[config.mk]
export PLATFORM = sky130hd
export DESIGN_NAME = oqpsk_rx_demod_flat
export DESIGN_NICKNAME = d
export VERILOG_FILES = /design/src/rtl/oqpsk_rx_demod_if.sv /design/src/rtl/oqpsk_rx_demod.sv /design/src/flat_wrapper.sv
export SDC_FILE = /design/constraint.sdc
export NUM_CORES = 1
export LEC_CHECK = 0
export ABC_AREA = 1
export BUFFER_PORTS_ARGS = -buffer_cell sky130_fd_sc_hd__buf_2
export CORE_ASPECT_RATIO = 0.7
export CORE_MARGIN = 4
export CORE_UTILIZATION = 55
export DETAILED_ROUTE_END_ITERATION = 10
export PLACE_DENSITY = 0.73
export RECOVER_POWER = 50
export REMOVE_ABC_BUFFERS = 1
export SYNTH_ARGS = -nofsm -noshare
export SYNTH_HDL_FRONTEND = slang
export SYNTH_SLANG_ARGS = --single-unit
[constraint.sdc]
create_clock -name CLK50M -period 3.6 [get_ports CLK50M]
set_input_delay 0.72 -clock CLK50M [delete_from_list [all_inputs] [get_ports CLK50M]]
set_output_delay 0.72 -clock CLK50M [all_outputs]
set_load 0.05 [all_outputs]
[src/rtl/oqpsk_rx_demod_if.sv]
// ---------------------------------------------------------------------------
// oqpsk_rx_demod_if
// Sample/decision bundle between the I/Q source and the OQPSK demodulator.
//   master : drives EN, ALIGN, I_in, Q_in; observes the bit/lock outputs
//   slave  : the demodulator side
// Signals:
//   EN        sample enable (all demod state holds when low)
//   ALIGN     one-cycle pulse restarting symbol timing
//   I_in/Q_in signed DW-bit baseband samples
//   BitOut    recovered bit, BitValid its one-cycle strobe
//   Lock      demodulator is in LOCK
//   DecI/DecQ most recent I / Q hard decisions
// ---------------------------------------------------------------------------
interface oqpsk_rx_demod_if #(
    parameter int DW = 13
);
    logic                 EN;
    logic                 ALIGN;
    logic signed [DW-1:0] I_in;
    logic signed [DW-1:0] Q_in;
    logic                 BitOut;
    logic                 BitValid;
    logic                 Lock;
    logic                 DecI;
    logic                 DecQ;

    modport master (
        output EN, ALIGN, I_in, Q_in,
        input  BitOut, BitValid, Lock, DecI, DecQ
    );

    modport slave (
        input  EN, ALIGN, I_in, Q_in,
        output BitOut, BitValid, Lock, DecI, DecQ
    );
endinterface

[src/rtl/oqpsk_rx_demod.sv]
// ---------------------------------------------------------------------------
// oqpsk_rx_demod
// OQPSK receive demodulator: integrate-and-dump over SAMPLES-clock windows,
// the Q window offset by half a symbol, hard sign decisions, a lock FSM that
// gates output validity, and re-serialisation to an I,Q,I,Q... bitstream.
// Ports:
//   CLK50M  50 MHz clock
//   RST     asynchronous reset, active low
//   bus     oqpsk_rx_demod_if.slave (EN, ALIGN, I_in, Q_in in;
//           BitOut, BitValid, Lock, DecI, DecQ out)
// ---------------------------------------------------------------------------
module oqpsk_rx_demod #(
    parameter int DW       = 13,
    parameter int SAMPLES  = 50,
    parameter int ACC_W    = 19,
    parameter int THRESH   = 20000,
    parameter int LOCK_CNT = 4,
    parameter int LOSS_CNT = 8
) (
    input  logic              CLK50M,
    input  logic              RST,
    oqpsk_rx_demod_if.slave   bus
);
    localparam int CTR_W  = $clog2(SAMPLES);
    localparam int QUAL_W = $clog2(LOCK_CNT + 1);
    localparam int MISS_W = $clog2(LOSS_CNT + 1);

    localparam logic [CTR_W-1:0] CTR_I_LAST = CTR_W'(SAMPLES - 1);
    localparam logic [CTR_W-1:0] CTR_Q_LAST = CTR_W'(SAMPLES / 2 - 1);

    localparam logic [0:0] ST_SEARCH = 1'b0;
    localparam logic [0:0] ST_LOCK   = 1'b1;

    logic [CTR_W-1:0]         r_ctr;
    logic signed [ACC_W-1:0]  r_acc_i;
    logic signed [ACC_W-1:0]  r_acc_q;
    logic [0:0]               r_state;
    logic [QUAL_W-1:0]        r_qual;
    logic [MISS_W-1:0]        r_miss;
    logic                     r_q_first;
    logic                     r_bit_out;
    logic                     r_bit_valid;
    logic                     r_dec_i;
    logic                     r_dec_q;

    logic signed [ACC_W-1:0]  w_i_ext;
    logic signed [ACC_W-1:0]  w_q_ext;
    logic signed [ACC_W-1:0]  w_sum_i;
    logic signed [ACC_W-1:0]  w_sum_q;
    logic signed [ACC_W-1:0]  w_sum_sel;
    logic [ACC_W:0]           w_sum_wide;
    logic [ACC_W:0]           w_abs;
    logic                     w_dump_i;
    logic                     w_dump_q;
    logic                     w_counted;
    logic                     w_qualify;
    logic                     w_decision;

    always_comb begin
        w_i_ext    = {{(ACC_W-DW){bus.I_in[DW-1]}}, bus.I_in};
        w_q_ext    = {{(ACC_W-DW){bus.Q_in[DW-1]}}, bus.Q_in};
        w_sum_i    = r_acc_i + w_i_ext;
        w_sum_q    = r_acc_q + w_q_ext;
        w_dump_i   = (r_ctr == CTR_I_LAST);
        w_dump_q   = (r_ctr == CTR_Q_LAST);
        // The two dumps never coincide, so one shared decision path suffices.
        w_sum_sel  = w_dump_i ? w_sum_i : w_sum_q;
        // One extra bit so that the magnitude of the most negative sum fits.
        w_sum_wide = {w_sum_sel[ACC_W-1], w_sum_sel};
        w_abs      = w_sum_wide[ACC_W] ? (~w_sum_wide + (ACC_W+1)'(1)) : w_sum_wide;
        w_qualify  = (w_abs >= (ACC_W+1)'(THRESH));
        w_decision = ~w_sum_sel[ACC_W-1];
        // The first Q dump after restart only spans half a window.
        w_counted  = w_dump_i | (w_dump_q & ~r_q_first);
    end

    always_ff @(posedge CLK50M or negedge RST) begin
        if (!RST) begin
            r_ctr       <= '0;
            r_acc_i     <= '0;
            r_acc_q     <= '0;
            r_state     <= ST_SEARCH;
            r_qual      <= '0;
            r_miss      <= '0;
            r_q_first   <= 1'b1;
            r_bit_out   <= 1'b0;
            r_bit_valid <= 1'b0;
            r_dec_i     <= 1'b0;
            r_dec_q     <= 1'b0;
        end else if (bus.ALIGN) begin
            r_ctr       <= '0;
            r_acc_i     <= '0;
            r_acc_q     <= '0;
            r_state     <= ST_SEARCH;
            r_qual      <= '0;
            r_miss      <= '0;
            r_q_first   <= 1'b1;
            r_bit_valid <= 1'b0;
        end else if (bus.EN) begin
            r_bit_valid <= 1'b0;
            r_ctr       <= w_dump_i ? '0 : r_ctr + CTR_W'(1);
            r_acc_i     <= w_dump_i ? '0 : w_sum_i;
            r_acc_q     <= w_dump_q ? '0 : w_sum_q;

            if (w_dump_i)
                r_dec_i <= w_decision;
            if (w_dump_q) begin
                if (r_q_first)
                    r_q_first <= 1'b0;
                else
                    r_dec_q <= w_decision;
            end

            if (w_counted) begin
                if (r_state == ST_SEARCH) begin
                    // The dump completing lock is not emitted.
                    if (!w_qualify) begin
                        r_qual <= '0;
                    end else if (r_qual == QUAL_W'(LOCK_CNT - 1)) begin
                        r_state <= ST_LOCK;
                        r_qual  <= '0;
                        r_miss  <= '0;
                    end else begin
                        r_qual <= r_qual + QUAL_W'(1);
                    end
                end else begin
                    // In LOCK every counted dump is emitted, including the
                    // one that drops lock.
                    r_bit_out   <= w_decision;
                    r_bit_valid <= 1'b1;
                    if (w_qualify) begin
                        r_miss <= '0;
                    end else if (r_miss == MISS_W'(LOSS_CNT - 1)) begin
                        r_state <= ST_SEARCH;
                        r_qual  <= '0;
                        r_miss  <= '0;
                    end else begin
                        r_miss <= r_miss + MISS_W'(1);
                    end
                end
            end
        end else begin
            r_bit_valid <= 1'b0;
        end
    end

    assign bus.BitOut   = r_bit_out;
    assign bus.BitValid = r_bit_valid;
    assign bus.Lock     = (r_state == ST_LOCK);
    assign bus.DecI     = r_dec_i;
    assign bus.DecQ     = r_dec_q;

endmodule

[src/flat_wrapper.sv]
// flat-port wrapper written by rule: the top's interface ports become plain ports
module oqpsk_rx_demod_flat 
#(
    parameter int DW       = 13,
    parameter int SAMPLES  = 50,
    parameter int ACC_W    = 19,
    parameter int THRESH   = 20000,
    parameter int LOCK_CNT = 4,
    parameter int LOSS_CNT = 8
)
  (CLK50M, RST, bus_EN, bus_ALIGN, bus_I_in, bus_Q_in, bus_BitOut, bus_BitValid, bus_Lock, bus_DecI, bus_DecQ);
  oqpsk_rx_demod_if #(.DW(DW)) bus_i ();
  input  logic CLK50M;
  input  logic RST;
  input wire logic [$bits(bus_i.EN)-1:0] bus_EN;
  input wire logic [$bits(bus_i.ALIGN)-1:0] bus_ALIGN;
  input wire logic [$bits(bus_i.I_in)-1:0] bus_I_in;
  input wire logic [$bits(bus_i.Q_in)-1:0] bus_Q_in;
  output wire logic [$bits(bus_i.BitOut)-1:0] bus_BitOut;
  output wire logic [$bits(bus_i.BitValid)-1:0] bus_BitValid;
  output wire logic [$bits(bus_i.Lock)-1:0] bus_Lock;
  output wire logic [$bits(bus_i.DecI)-1:0] bus_DecI;
  output wire logic [$bits(bus_i.DecQ)-1:0] bus_DecQ;
  assign bus_i.EN = bus_EN;
  assign bus_i.ALIGN = bus_ALIGN;
  assign bus_i.I_in = bus_I_in;
  assign bus_i.Q_in = bus_Q_in;
  assign bus_BitOut = bus_i.BitOut;
  assign bus_BitValid = bus_i.BitValid;
  assign bus_Lock = bus_i.Lock;
  assign bus_DecI = bus_i.DecI;
  assign bus_DecQ = bus_i.DecQ;
  oqpsk_rx_demod #(.DW(DW), .SAMPLES(SAMPLES), .ACC_W(ACC_W), .THRESH(THRESH), .LOCK_CNT(LOCK_CNT), .LOSS_CNT(LOSS_CNT)) u_core (.CLK50M(CLK50M), .RST(RST), .bus(bus_i));
endmodule
==> impl_summary.log <==
INFO  metric run_status = finished with violations
INFO  metric failed_checks = capacitance limit, slew limit
INFO  metric num_antenna_cells = 0
INFO  metric antenna_violations_before_repair = 0
INFO  metric detail_route.vias_per_cell = 5.32
INFO  metric synth-edff-count = 0
INFO  metric worst_slew_margin_rel = -0.673
INFO  metric mostFrequentLayoutCell = nand2_1
INFO  metric worst_hold_path.num_cells = 2
INFO  metric tritoncts_clock_tree = done
INFO  metric insertion_delay_to_the_later_sink_of_the_worst_skew_pair = 330 ps
INFO  metric drtAntennaViolNets = 0
INFO  metric area.growth.synth_to_final = 10.2%
INFO  metric die_area = 0.0123 mm2
INFO  metric grt_setup_unrepaired = no
INFO  metric wire_length_of_the_first_global_routing_pass = 25200 um
INFO  metric cts_num_sinks = 57
INFO  metric maximum_number_of_pins_on_one_net_before_global_route_repair = 44
INFO  metric floorplan.initialDensity = 0.562
INFO  metric total_i_o_pin_count = 35
INFO  metric die_width = 131 um
INFO  metric worst_clk_skew = 10.0 ps
INFO  metric numPortBuffers = 34
INFO  metric fillers = ~1000
INFO  metric grt-ovfl-total = 0
INFO  metric finalWeightedCongestion = approximately 0.92
INFO  metric post_synth_num_cell_types = 41
INFO  metric synthesis.yosys.warnings = 0
INFO  metric final_period_minus_worst_setup_slack = 3320 ps
INFO  metric dp_hpwl = 11300 um
INFO  metric path_max_fanout = 16
INFO  metric post_route_cells_drive_above_1_share = 0.107
INFO  metric endpoint_kind = register
INFO  metric yosys_most_used_dff = dfrtp_1
INFO  metric multi_input_area = 0.00374 mm2
INFO  metric clock_path_buffers = 2
INFO  metric critical-path-top-cell-by-count = inv_1
INFO  metric leakagePower = 3.72 nW
INFO  metric timing.critical_path.slowest_cell_delay = 900 ps
INFO  metric worst_r2r_path_depth = 11
INFO  metric timing_worst_slew_pin_value = 2510 ps
INFO  metric rows = 31
INFO  metric syn-mean-instance-area = 6.28 um2
INFO  metric critical_path_class = reg2reg
INFO  metric number_of_endpoints_failing_setup_at_the_final_stage = 0
INFO  metric final-max-slew-violation-count = 87
INFO  metric pwr_density_cell = ~450 mW/mm2
INFO  metric timing.critical_path.cells = inv_1 > ha_1 > nand2_1 > inv_1 > nand3_4 > inv_2 > buf_4 > nor2_1 > inv_1 > a21oi_1 > a31o_2
INFO  metric cts_buffers = 9
INFO  metric detail_route.iter0.violations = 363
INFO  metric r2r-start = u_core.r_ctr[1]
INFO  metric cpLargestDelayFamily = simple AND/OR/NAND/NOR gates
INFO  metric hold_path.startpoint = u_core.bus.DecI
INFO  metric critical_path.reg2reg.endpoint = u_core.r_acc_i[6]
INFO  metric finalNetCount = 1033
INFO  metric final.period_utilization = 0.923
INFO  metric timing.critical_path.slowest_stage_cell = nor2_1
INFO  metric routed-via-count = between 5000 and 6000
INFO  metric synth.cell_area = 0.00582 mm2
INFO  metric dr.pass1.iters = 5
INFO  metric cts_setup_buffers = 0
INFO  metric number_of_global_route_vias_before_repair = 5393
INFO  metric layout.core_utilization = 0.620
INFO  metric reg2reg_setup_slack = 280 ps
INFO  metric timing.hold.worst.class = reg2reg
INFO  metric chip_height = ~94 um
INFO  metric critPathLaunchType = register
INFO  metric worst_ep_arrival_time = approximately 3600 ps
INFO  metric ys_seq_area_frac = 0.245
INFO  metric ys_async_sr_fraction = 1.00
INFO  metric syn_inst = between 900 and 1000
INFO  metric sequential_cell_area = 0.00143 mm2
INFO  metric cts.root.buffer_cell = clkbuf_16
INFO  metric globalRouteTotalUtil = 0.256
INFO  metric ir_drop = between 0.3 and 0.4 mV
INFO  metric maximum_frequency_from_static_timing_analysis = 301 MHz
INFO  metric postCtsResizedCells = 0
INFO  metric total_power = a little under 3 mW
INFO  metric timing.final.hold_violations = 0
INFO  metric post-route-drc-count = 0
INFO  metric routed_wire_length_per_instance = 13.5 um
INFO  metric placeableCoreArea = 0.0104 mm2
INFO  metric maxCapViolCount = 2
INFO  metric route.final.wire_length = 14800 um
INFO  metric final_cell_mix = nand2_1 (319), nand3_1 (147), inv_1 (136), dfrtp_1 (56), nor2_1 (54)
INFO  metric endpoint_required_time_on_the_critical_path = 3870 ps
INFO  metric hold_end = u_core.bus.DecI
INFO  metric fin_tns_setup = 0 ps
INFO  metric clock_tree.htree_level_count = 3
INFO  metric postCtsHoldBufs = 0
INFO  metric worst_path_bufs_invs = 5
INFO  metric clkSlewWorstSetupHoldPaths = 60 ps
INFO  metric number_of_register_bits_inferred_by_synthesis = 57
-- kinds of logic after synthesis --
logic type,count (synthesis),share of synthesized area
simple gates,584,0.458
buf+inv,165,0.113
compound gates,62,0.0632
flops,57,0.245
fa+ha+maj,44,0.0971
xor+xnor,14,0.0211
mux,1,0.00172
-- cells in the mapped netlist (8+ instances only) --
library cell  count  share of area
nand2_1         319           0.21
nand4_1          11          0.012
inv_1           136          0.088
nand3_1         147           0.13
inv_2             8         0.0052
clkbuf_1         11         0.0071
ha_1             42          0.090
nor2_1           54          0.035
xnor2_1           8          0.012
a21oi_1          25          0.021
dfrtp_1          56           0.24
o21ai_0          16          0.014
nand3_2          12          0.021
-- area by class of cell --
cell class	instances	share of cell area
flip-flops and latches	57	0.223
well taps	132	0.0257
clock buffers	14	0.0411
inverters	146	0.0854
multi-input cells	705	0.584
repair buffers	40	0.0322
clock inverters	2	0.00936
-- flip-flops by register name, summed over array words and instances, names as in the netlist --
signal / flops
u_core.r_acc_i: 19
u_core.r_acc_q: 19
u_core.r_ctr: 6
u_core.r_miss: 4
u_core.r_qual: 3
u_core.bus.BitOut: 1
u_core.bus.BitValid: 1
u_core.bus.DecI: 1
u_core.bus.DecQ: 1
u_core.bus.Lock: 1
u_core.r_q_first: 1
-- worst max-delay path by stage --
stage	start	endpoint	depth (start not counted)	slack (ps)
final	u_core.r_ctr[1]	u_core.r_acc_i[6]	11	280
after global routing	u_core.r_ctr[1]	u_core.r_qual[0]	24	20
after floorplan	bus_Q_in[0]	u_core.r_qual[2]	20	350
after detailed placement	bus_Q_in[0]	u_core.r_qual[2]	21	10
after global placement	bus_Q_in[0]	u_core.r_miss[3]	23	40
after CTS	bus_Q_in[0]	u_core.r_qual[2]	21	340
-- where the power goes --
group | total (mW) | switching [mW] | internal, mW
logic | 1.22 | 0.808 | 0.411
registers | 0.755 | 0.0461 | 0.709
clock network | 0.942 | 0.298 | 0.644
total | 2.92 | 1.15 | 1.76
-- worst reg2reg max path, stage by stage (launching register included) --
cell and delay, ps:
dfrtp_1 360, inv_1 80, ha_1 200, nand2_1 60, inv_1 60, nand3_4 200
inv_2 180, buf_4 220, nor2_1 900, inv_1 540, a21oi_1 310, a31o_2 140
-- through the flow --
stage                     instances  setup WS, ps  instance area [um2]  hold WS (ps)
final                          1096           277                 6420           489
after global routing           1096          19.5                 6420           503
after CTS                      1096           336                 6410           491
after detailed placement       1080          12.8                 6090           478
after global placement         1080          40.3                 6090           471
after floorplan                 908           347                 5710           424
-- layer usage --
| metal | vias to the layer above | wire [um] | share of wire | global-route usage |
|---|---|---|---|---|
| li1 | 3032 | - | - | - |
| met1 | 2638 | 7740 | 0.52 | 0.386 |
| met2 | 144 | 6000 | 0.41 | 0.372 |
| met3 | 17 | 837 | 0.057 | 0.0460 |
| met4 | 0 | 180 | 0.012 | 0.0659 |
| met5 | - | 0 | 0 | 0 |
Power figures use the tool's default switching activity.
